$ cat src/rtl/fifo_read_packer.sv
// Read-side packer for a CDC FIFO: gathers RATIO narrow words into one wide word,
// closing early on input_last or flush and flagging the filled lanes in output_keep.
module fifo_read_packer #(
    parameter int INPUT_WIDTH    = 8,
    parameter int RATIO          = 4,
    parameter int FIRST_LANE_LSB = 1
) (
    input  logic                         clock,
    input  logic                         clear,
    input  logic                         input_valid,
    output logic                         input_ready,
    input  logic [INPUT_WIDTH-1:0]       input_data,
    input  logic                         input_last,
    input  logic                         flush,
    output logic                         output_valid,
    input  logic                         output_ready,
    output logic [INPUT_WIDTH*RATIO-1:0] output_data,
    output logic [RATIO-1:0]             output_keep,
    output logic                         output_last
);

    localparam int CW = $clog2(RATIO);
    localparam int OW = INPUT_WIDTH * RATIO;

    logic [CW-1:0]          lane_count;
    logic [INPUT_WIDTH-1:0] acc [RATIO];
    logic                   flush_pending;

    logic                   accept;
    logic                   flush_req;
    logic                   complete;
    logic                   partial_load;
    logic                   hold_flush;
    logic                   lane_used;
    logic [INPUT_WIDTH-1:0] lane_word;
    int unsigned            phys;
    logic [OW-1:0]          next_data;
    logic [RATIO-1:0]       next_keep;

    always_comb begin
        input_ready  = !output_valid || output_ready;
        accept       = input_valid && input_ready;
        // A pending flush is honoured by the next accepted word as well as by an idle load.
        flush_req    = flush || flush_pending;
        complete     = accept && ((lane_count == CW'(RATIO - 1)) || input_last || flush_req);
        partial_load = !accept && flush_req && (lane_count != '0) && input_ready;
        hold_flush   = !accept && flush_req && (lane_count != '0) && !input_ready;
    end

    always_comb begin
        next_data = '0;
        next_keep = '0;
        lane_used = 1'b0;
        lane_word = '0;
        phys      = 0;
        for (int unsigned i = 0; i < RATIO; i++) begin
            lane_word = acc[i];
            if (accept && (CW'(i) == lane_count)) begin
                lane_word = input_data;
            end
            lane_used = complete ? (CW'(i) <= lane_count) : (CW'(i) < lane_count);
            phys      = (FIRST_LANE_LSB != 0) ? i : (RATIO - 1 - i);
            if (lane_used) begin
                next_data[phys*INPUT_WIDTH +: INPUT_WIDTH] = lane_word;
                next_keep[phys]                            = 1'b1;
            end
        end
    end

    always_ff @(posedge clock or negedge clear) begin
        if (!clear) begin
            lane_count    <= '0;
            flush_pending <= 1'b0;
            for (int unsigned i = 0; i < RATIO; i++) begin
                acc[i] <= '0;
            end
        end else if (complete || partial_load) begin
            lane_count    <= '0;
            flush_pending <= 1'b0;
            for (int unsigned i = 0; i < RATIO; i++) begin
                acc[i] <= '0;
            end
        end else begin
            if (accept) begin
                acc[lane_count] <= input_data;
                lane_count      <= lane_count + CW'(1);
            end
            if (hold_flush) begin
                flush_pending <= 1'b1;
            end
        end
    end

    always_ff @(posedge clock or negedge clear) begin
        if (!clear) begin
            output_valid <= 1'b0;
            output_data  <= '0;
            output_keep  <= '0;
            output_last  <= 1'b0;
        end else if (complete || partial_load) begin
            output_valid <= 1'b1;
            output_data  <= next_data;
            output_keep  <= next_keep;
            output_last  <= complete && input_last;
        end else if (output_ready) begin
            output_valid <= 1'b0;
        end
    end

endmodule

$ cat config.mk
export PLATFORM = sky130hd
export DESIGN_NAME = fifo_read_packer
export DESIGN_NICKNAME = d
export VERILOG_FILES = /design/src/rtl/fifo_read_packer.sv
export SDC_FILE = /design/constraint.sdc
export NUM_CORES = 1
export LEC_CHECK = 0
export CAP_MARGIN = 0
export CORE_UTILIZATION = 50
export DETAILED_ROUTE_END_ITERATION = 7
export GPL_TIMING_DRIVEN = 0
export PLACE_DENSITY = 0.74
export SYNTH_ARGS = -nofsm -noshare
export SYNTH_HDL_FRONTEND = slang
export SYNTH_SLANG_ARGS = --single-unit
$ cat constraint.sdc
create_clock -name clock -period 1.91 [get_ports clock]
set_input_delay 0.4775 -clock clock [delete_from_list [all_inputs] [get_ports clock]]
set_output_delay 0.4775 -clock clock [all_outputs]
set_load 0.01 [all_outputs]
* Yosys cells after proc, flatten, opt, wreduce, memory -nomap -nowiden
Cells that the tools add are included.
** Storage, ports and cells
- Output and inout bits :: 39
- Input port bits :: 14
- Register bits after elaboration :: 73
** Cells by class
- Bitwise gates (word level) :: 1
- $lt $le $gt $ge :: 10
- Equality and inequality tests :: 4
- Reduce and logical (&&, ||, !) cells :: 25
- Multiplexer cells :: 27
- Add/subtract/negate cells :: 1
** Operator list (count)
- $mux W8 :: 9
- $mux W32 :: 2
- $bwmux W32 :: 1
- $demux W8 S2 :: 1
- $logic_and A1 B1 Y1 :: 12
- $mux W1 :: 12
- $reduce_bool A2 Y1 :: 4
- $logic_or A1 B1 Y1 :: 5
- $eq A2 B2 Y1 const A :: 2
- $le A1 B2 Y1 const A :: 2
- $le A2 B2 Y1 const A :: 2
- $lt A1 B2 Y1 const A :: 2
- $lt A2 B2 Y1 const A :: 2
- $mux W2 :: 2
- $ge A3 B3 Y1 const B :: 1
- $logic_not A1 Y1 :: 3
- $lt A3 B1 Y1 const B :: 1
- $not A2 Y3 :: 1
- $add A2 B1 Y2 const B :: 1
- $eq A1 B2 Y1 const A :: 1
- $eq A2 B2 Y1 const B :: 1
- $logic_not A2 Y1 :: 1

* Logic depth before layout (Yosys ltp)
Gate-level depths: netlist of the first run.
- Depth in word-level cells :: 9
- Mapped depth :: 8
- Depth with buffers taken out :: 6

* Worst setup path before layout of the first run
OpenSTA, ideal clock, no wires.
- Kind :: register to register
- Start :: register lane_count[1]
- End :: register output_data[3]
- Path buffers :: 2
- Setup slack :: 225 ps
- Data required time :: 1783 ps
- Arrival time :: 1558 ps
- Stages on the path, launching flop included :: 7
- Cells stage by stage :: dfrtp_1 -> ha_1 -> o41ai_4 -> a21o_1 -> buf_4 -> buf_4 -> o21ai_0
** On the way
- Word-level cells in the longest chain between the ends :: 6
** RTL lines
- start: declaration :: line 25 : logic [CW-1:0] lane_count;
- start signal: assignment :: line 86 : lane_count <= lane_count + CW'(1);
- $eq A2 B2 Y1 :: line 45 : complete = accept && ((lane_count == CW'(RATIO - 1)) || input_last || flush_req);
- $logic_or A1 B1 Y1 (2 in series) :: line 45
- $logic_and A1 B1 Y1 :: line 45
- $mux W1 :: line 61 : lane_used = complete ? (CW'(i) <= lane_count) : (CW'(i) < lane_count);
- $mux W8 :: line 63 : if (lane_used) begin
- end signal: assignment :: line 102 : output_data <= next_data;
- end: declaration :: line 17 : output logic [INPUT_WIDTH*RATIO-1:0] output_data,
Parallel ways exist; a longest one is shown, timed or not.
A chain may end at the register's enable or synchronous reset.

* Worst setup path in the final report of the first run
- Start :: input port output_ready
- End :: output port input_ready
** On the way
- Word-level cells in the longest chain between the ends :: 1
** RTL lines
- start: declaration :: line 16 : input logic output_ready,
- $logic_or A1 B1 Y1 :: line 41 : input_ready = !output_valid || output_ready;
- end: declaration :: line 11 : output logic input_ready,
No other way between the ends.

==> results of run 1 <==
power by group through the flow:
stage          Clock (W)  Combinational, W  Sequential [W]
6_report         0.00106           0.00154         0.00186
3_3_place_gp           0           0.00141         0.00188
2_1_floorplan          0          0.000757         0.00194
4_1_cts          0.00108           0.00151         0.00186
3_5_place_dp           0           0.00144         0.00189
5_1_grt          0.00114           0.00169         0.00189
area by class of cell:
type,instances,area (um^2)
Multi-Input combinational cell,156,912
Inverter,4,15.0
Tap cell,67,83.8
Fill cell,397,1390
Timing Repair Buffer,56,549
Clock inverter,2,12.5
Sequential cell,65,1630
Clock buffer,13,169
Buffer,11,87.6
path summary, 6_finish.rpt:
path / cells past startpoint / to / start / slack, ns
min in group clock: 2 / output_keep[3]$_DFFE_PN0P_ / output_keep[3]$_DFFE_PN0P_ / 0.47
min: 1 / output_data[3]$_DFFE_PN0P_ / clear / 0.22
min reg2reg: 2 / output_keep[3]$_DFFE_PN0P_ / output_keep[3]$_DFFE_PN0P_ / 0.47
max reg2reg: 7 / output_data[23]$_DFFE_PN0P_ / lane_count[1]$_DFFE_PN0P_ / 0.15
max: 5 / input_ready / output_ready / 0.03
max in group asynchronous: 1 / lane_count[1]$_DFFE_PN0P_ / clear / 1.15
routing by layer:
| metal | vias up | part of all wire (%) |
|---|---|---|
| li1 | 914 | - |
| met1 | 959 | 45 |
| met2 | 57 | 48 |
| met3 | 11 | 4.8 |
| met4 | 0 | 2.0 |
| met5 | - | 0 |
critical path, stage by stage:
cell	delay, ns
clkdlybuf4s50_1	0.44
and2b_2	0.22
inv_2	0.07
buf_6	0.10
buf_6	0.09
cell families (layout without fill, tap and decap cells):
| kind of cell | count (synthesis) | after routing |
|---|---|---|
| muxes | 24 | 24 |
| adders and majority gates | 4 | 4 |
| buffers and inverters | 15 | 86 |
| xor gates and xnor gates | 1 | 1 |
| and+or+nand+nor | 92 | 92 |
| DFF | 65 | 65 |
| AOI/OAI and AO/OA | 35 | 35 |
through the flow:
step	hold WS, ns	worst slack, ns
6_report	0.225	0.0253
5_1_grt	0.280	0.00119
4_1_cts	0.254	0.00922
3_5_place_dp	0.463	-0.537
3_3_place_gp	0.450	-1.75
2_1_floorplan	0.182	0.225
layout by cell type, fill, tap and decap left out:
master,netlist,final
inv_1,4,3
nor2_1,25,25
clkinv_2,0,1
o21ai_1,3,3
inv_2,0,1
nand3_4,0,1
buf_6,0,6
clkbuf_1,1,2
mux2i_1,24,24
buf_4,6,7
clkinvlp_4,0,1
xnor2_1,1,1
nand3_2,1,3
and3_1,1,1
o21ai_0,24,24
dfrtp_1,65,65
a32o_1,2,2
a21oi_1,2,1
a21oi_2,0,1
o211ai_1,1,1
ha_2,0,1
dlymetal6s2s_1,0,1
nand2b_1,1,1
nand2_1,57,57
buf_2,4,4
o21bai_1,1,1
o41ai_4,1,1
and2b_2,0,1
clkdlybuf4s50_1,0,48
clkbuf_8,0,12
nand3_1,6,3
ha_1,4,3
a21o_1,1,1
repair_timing:
action	in CTS	in global routing
pin swaps	1	1
hold buffers	0	0
gates resized for setup	11	8
buffers inserted	5	0
setup endpoints to repair	21	56
cloned	0	0
state kept, by name, indices dropped and copies added, names as in the netlist:
register and cells:
output_data 32, acc 24, output_keep 4, lane_count 2, flush_pending 1, output_last 1
output_valid 1
==> flow_summary.toml, run 1 <==
[status]
status = "finished, final reports clean"

[timing]
finalHoldViolCount = 0
clock_skew_ns = 0.00433
slew_headroom_pct = 46.2
tns_ns = 0
worst_slew_pin_slew_ns = 0.806
rsz0062_at_grt = "false"
slew_violations = 0
fmax_mhz = 531
finalSetupViolCount = 0
min_period_over_period_pct = 98.7
period_minus_slack_ns = 1.88

[floorplanning]
die_w_um = 74.0
rows = 25
die_area_mm2 = 0.00548
die_y_um = 74.0
pin_count = 53
start_util_pct = 53.5
core_mm2 = 0.00485

[logic_synthesis]
synthDistinctLibCells = 23
synth_edf_count = 0
synth-seq-cells = 65
async_flop_share_pct = 100
syn_inst = 236
synth_warnings = 0
yosys_most_used_dff = "dfrtp_1"
syn-num-nets = 254
ys_top_cells_by_area = "dfrtp_1, mux2i_1, nand2_1"
synthTopCellsByCount = "dfrtp_1, nand2_1, nor2_1"
yosysTopAreaCellShare_pct = 62.7
yosys.area_share.simple_pct = 14.2
synth_top_family_by_area = "simple AND/OR/NAND/NOR gates"
synth-adder-area-share_pct = 1.93
synth_mux_area_share_pct = 9.27
synth_xor_area_share_pct = 0.338
synth_compound_area_share_pct = 8.30
yosysMostFrequentCell = "dfrtp_1"
netlist_area_mm2 = 0.00259
yosysSeqAreaShare_pct = 62.7
avgSynthCellArea_um2 = 11.0
yosysTopAreaCell = "dfrtp_1"

[pwr]
p_leak_nw = 1.77
seq_power_share_pct = 41.7
swShare_pct = 33.1
pwr-share-clk_pct = 23.8
finalPower_w = 0.00447
vdd_drop_max_mv = 0.784
p_per_area_mw_per_mm2 = 1290
p_switching_w = 0.00148
combPwrFrac_pct = 34.5
p_int_w = 0.00299

[finish]
final_area_mm2 = 0.00346
instances_no_fill = 374
drive_above_1_share_pct = 13.0
area_growth_pct = 33.3
nNetsFinal = 321
final_util_pct = 71.3
antennaDiodeCount = 0

[critical_path]
crit_path_max_fanout = 3
critPathLaunchType = "primary input"
worstSetupEndpointType = "output port"
cp.required_ns = 1.43
critical_path_class = "primary input to output port"
critical_path_arrival_ns = 1.41

[detailed_routing]
drtAntennaViolNets = 0
via_count = 1941
drt-total-wl_um = 5720
post_drt_wl_per_cell_um = 15.3
first_iter_violations = 156
first_pass_iters = 4
viasPerCell = 5.19
drc = 0

[placement]
portBuffers = 51
place_inst = 354
hpwl_um = 3810
gp_congestion = 0.857
placed_area_mm2 = 0.00318

[clock_tree]
path_clk_slew_ns = 0.07
clock_latency_ns = 0.33
clockBufferDepth = 2
cts-root-buf = "clkbuf_8"
numCtsBuffers = 9
htreeDepth = 3
clkSinkCount = 65
cts_tree = "built"

[global_routing]
grtUsageTotal_pct = 23.5
top_usage_layer = "met2"
met2_usage_pct = 35.7
grt_overflow = 0
grt_pass1_vias = 1867
antenna_found_initial = 0
met1_usage_pct = 32.0
gr-usage-met3_pct = 6.78
grt_first_pass_wirelength_um = 9140
grt_max_degree = 66

[worst_hold_path]
min-delay-path-class = "primary input to asynchronous set/reset pin"

[job]
cap_violations = 0
Power figures use the tool's default switching activity.
==> inputs of run 2 (changes only) <==
CAP_MARGIN = 20   (was 0)
==> results of run 2 <==
The final DEF is identical to that of run 1; final timing and power are the same.
